===== src/rtl/if_stage.sv =====
// if_stage: PC register, IM addressing and IF/ID pipeline register with stall/flush/redirect.
module if_stage #(
    parameter int              IMW      = 4,
    parameter int              DW       = 32,
    parameter int              IW       = 32,
    parameter logic [DW-1:0]   RESET_PC = '0,
    parameter logic [IW-1:0]   NOP      = 32'h00000013,
    parameter int              CW       = 16
) (
    input  logic           clk,
    input  logic           rst,
    input  logic           stall,
    input  logic           flush,
    input  logic           redirect_valid,
    input  logic [DW-1:0]  redirect_pc,
    output logic [IMW-1:0] im_addr,
    input  logic [IW-1:0]  im_data,
    output logic [DW-1:0]  pc,
    output logic [IW-1:0]  if_id_instr,
    output logic [DW-1:0]  if_id_pc,
    output logic           if_id_valid,
    output logic [CW-1:0]  fetch_count
);
    logic          bubble;
    logic          fetch;
    logic [DW-1:0] pc_next;

    assign im_addr = pc[IMW+1:2];
    // Stall alone holds IF/ID; stall with flush still squashes it.
    assign bubble  = redirect_valid || flush;
    assign fetch   = !redirect_valid && !stall && !flush;
    assign pc_next = redirect_valid ? {redirect_pc[DW-1:2], 2'b00} : stall ? pc : pc + DW'(4);

    always_ff @(posedge clk) begin
        if (rst) begin
            pc          <= RESET_PC;
            if_id_instr <= NOP;
            if_id_pc    <= '0;
            if_id_valid <= 1'b0;
            fetch_count <= '0;
        end else begin
            pc          <= pc_next;
            if_id_instr <= bubble ? NOP : stall ? if_id_instr : im_data;
            if_id_valid <= bubble ? 1'b0 : stall ? if_id_valid : 1'b1;
            if_id_pc    <= redirect_valid || (flush && !stall) ? '0 : stall ? if_id_pc : pc;
            fetch_count <= fetch ? fetch_count + CW'(1) : fetch_count;
        end
    end
endmodule

===== config.mk =====
export PLATFORM = sky130hd
export DESIGN_NAME = if_stage
export DESIGN_NICKNAME = d
export VERILOG_FILES = /design/src/rtl/if_stage.sv
export SDC_FILE = /design/constraint.sdc
export NUM_CORES = 1
export LEC_CHECK = 0
export BUFFER_PORTS_ARGS = -buffer_cell sky130_fd_sc_hd__buf_2
export CORE_MARGIN = 2
export CORE_UTILIZATION = 49
export DETAILED_ROUTE_END_ITERATION = 10
export PLACE_DENSITY = 0.79
export SYNTH_ARGS = -nofsm -noshare
export SYNTH_HDL_FRONTEND = slang
export SYNTH_SLANG_ARGS = --single-unit

===== constraint.sdc =====
create_clock -name clk -period 2.6 [get_ports clk]
set_clock_uncertainty 0.15 [all_clocks]
set_input_delay 0.13 -clock clk [delete_from_list [all_inputs] [get_ports clk]]
set_output_delay 0.13 -clock clk [all_outputs]
set_load 0.03 [all_outputs]

==> flow_metrics.tcl <==
set metrics [dict create \
    p_sw_w 0.000986 \
    via_count 4905 \
    wire_per_inst_um 15.8 \
    dieArea_sq_um 10900 \
    die_h_um 104 \
    drcViolationCount 0 \
    tightest_slew_ns 0.725 \
    port_buffers 179 \
    period_minus_slack_ns 2.41 \
    grt_pass1_wl_mm 22.8 \
    end_kind "register" \
    design_area_sq_um 6650 \
    wirelength_mm 14.2 \
    first_global_vias 4695 \
    hp-start "rst" \
    hold_viol_final 0 \
    die_w_um 104 \
    crit_path_top_delay_cell "dlygate4sd3_1" \
    required_ns 2.77 \
    cap_violations 0 \
    layout_common_cells "178 x buf_2, 106 x dfxtp_1, 95 x nor2_1" \
    crit_path_max_fanout 11 \
    reg2reg_depth 6 \
    syn_to_final_growth_pct 35.0 \
    syn_area_per_cell_sq_um 9.12 \
    p_comb_share_pct 15.9 \
    muxShareOfSynthArea_pct 12.0 \
    drt_iter0_drc 270 \
    synth-warning-count 0 \
    layout_commonest_cell "buf_2" \
    status "finished clean" \
    synth_xor_area_share_pct 3.02 \
    clk_latency_ns 0.37 \
    setup_viol_count_final 0 \
    netSwitchingFraction_pct 29.1 \
    path_clk_slew_ns 0.11 \
    clock-sinks 109 \
    seqPwrFrac_pct 53.0 \
    crit_start "pc[8]$_SDFFE_PP0P_" \
    antenna_left 0 \
    arrival_ns 2.58 \
    worst_setup_path_start_kind "register" \
    hold_depth 2 \
    first_pass_iters 5 \
    numCtsBuffers 9 \
    critPathMaxStageDelay_ns 0.59 \
    grt_use_total_pct 25.4 \
    synth_top_family_by_area "simple AND/OR/NAND/NOR gates" \
    slew_headroom_pct 51.7 \
    path_class "register to register" \
    synth-adder-area-share_pct 0.508 \
    path_cells "nand4_1 -> nor4_2 -> buf_4 -> a311oi_1 -> a2111oi_0 -> dlygate4sd3_1" \
    synth.distinct_cells 51 \
    pwr-share-clk_pct 31.1 \
    vdd_drop_max_mv 0.280 \
    core_sq_um 9770 \
    seq_area_frac_synth_pct 44.3 \
    nNetsFinal 832 \
    dp_hpwl_mm 9.21 \
    power_density_nw_per_um2 509 \
    cts_tree "done" \
    root_buffer "clkbuf_8" \
    fillers 774 \
    rsz0062_at_grt "no" \
    initial_core_util_pct 50.4 \
    maxSlewViolCount 0 \
    ys_ff_latch 109 \
    grt_overflow 0 \
    tns_ns 0 \
    synth_edf_count 0 \
    synth-simple-area-share_pct 23.0 \
    viasPerCell 5.45 \
    async_reset_ff_share_pct 0 \
    place_congestion 0.877 \
    synth_ff_type "dfxtp_1" \
    hold_path.class "primary input to register" \
    fmax_mhz 415 \
    synth_cells 540 \
    p_int_w 0.00240 \
    grt_antenna_before_repair 1 \
    fin_crit_sh_pct 92.7 \
    row_count 36 \
    syn_area_sq_um 4930 \
    grt_max_degree 52 \
    place_area_sq_um 5780 \
    r2r_start "pc[8]$_SDFFE_PP0P_" \
    leakage_nw 3.00 \
    h-tree-depth 3 \
    drive_gt1_share_pct 28.3 \
    synth_compound_area_share_pct 10.3 \
    clockBufferDepth 2 \
    ioPinCount 186 \
]
[cell type report]
class | instances | area [sq um] | share of cell area, %
antenna | 1 | 2.50 | 0.0376
clock buffer | 9 | 124 | 1.86
clock inverter | 7 | 76.3 | 1.15
inverter | 12 | 45.0 | 0.677
multi-input combinational | 376 | 2430 | 36.6
sequential | 109 | 2190 | 32.9
tap | 133 | 166 | 2.50
timing repair buffer | 253 | 1620 | 24.3
[sequential cells by signal (all words and copies together) (netlist names)]
register     cells
if_id_valid      1
if_id_pc        30
if_id_instr     32
pc              30
fetch_count     16
[repair_timing]
action / 4_1_cts / 5_1_grt
endpoints found under the setup margin: 0 / 2
hold buffers: 65 / 0
hold endpoints to repair: 61 / 0
resized for setup: 0 / 6
buffers inserted: 0 / 0
[power groups by stage]
stage / sequential [W] / combinational, W / clock [W]
3_5_place_dp: 0.00183 / 0.000452 / 0
3_3_place_gp: 0.00182 / 0.000445 / 0
6_report: 0.00179 / 0.000539 / 0.00105
2_1_floorplan: 0.00191 / 0.000243 / 0
4_1_cts: 0.00179 / 0.000531 / 0.00106
5_1_grt: 0.00180 / 0.000575 / 0.00114
[kinds of logic after synthesis]
logic type,after synthesis
fa+ha+maj,2
mux,59
other cells,1
compound gates,72
flops,109
buf+inv,58
simple gates,222
xor+xnor,17
[routing by layer]
metal  up-vias  GRT usage (%)  part of all wire, %
met5         -              0                    0
met4         0           11.2                  2.9
met3        37           4.76                  6.5
met2       215           43.8                   50
met1      2284           30.7                   40
li1       2369              -                    -
[stage by stage]
stage	total power [W]	instances	hold WS (ns)	utilization, %	worst slack [ns]
after global routing	0.00352	900	0.0466	68.0	0.0133
after CTS	0.00339	899	0.00176	67.9	0.151
after floorplan	0.00215	543	0.123	-	0.206
final	0.00339	900	0.0245	68.0	0.191
after global placement	0.00227	818	0.209	59.2	0.311
after detailed placement	0.00228	818	0.222	59.2	0.233
[worst max-delay path: cells and delay by family (launching register included)]
kind                   cells  cell delay [ns]
buffers and inverters      2             0.80
and+or+nand+nor            2             0.44
AOI/OAI and AO/OA          2             0.42
DFF                        1             0.56
[synthesized netlist by cell type (5+ instances only)]
master | number | area share (%)
o31ai_1 | 7 | 1.1
buf_4 | 9 | 1.4
dfxtp_1 | 109 | 44
xor2_1 | 11 | 2.0
mux2i_1 | 59 | 12
nor4_1 | 8 | 1.0
inv_1 | 12 | 0.91
a21oi_1 | 14 | 1.4
nor2b_1 | 7 | 0.89
nand4_1 | 16 | 2.0
nor2_1 | 95 | 7.2
a211o_1 | 5 | 0.89
clkbuf_1 | 20 | 1.5
o21ai_0 | 13 | 1.3
and3_1 | 8 | 1.0
nand2_1 | 19 | 1.4
buf_6 | 5 | 1.1
buf_1 | 7 | 0.53
and4_1 | 7 | 1.2
nor3_1 | 7 | 0.71
or4_1 | 7 | 1.1
a311oi_1 | 9 | 1.6
or3_1 | 11 | 1.4
a211oi_1 | 11 | 1.7
nand3_1 | 19 | 1.9
xnor2_1 | 6 | 1.1
[final timing paths]
| path | to | slack [ns] |
|---|---|---|
| worst min-delay path | pc[26]$_SDFFE_PP0P_ | 0.02 |
| worst max register to register | pc[24]$_SDFFE_PP0P_ | 0.19 |
| worst min register to register | if_id_valid$_SDFFE_PP0N_ | 0.31 |
| worst max-delay path | pc[24]$_SDFFE_PP0P_ | 0.19 |
Note: power is estimated with default switching activity, not from simulation.
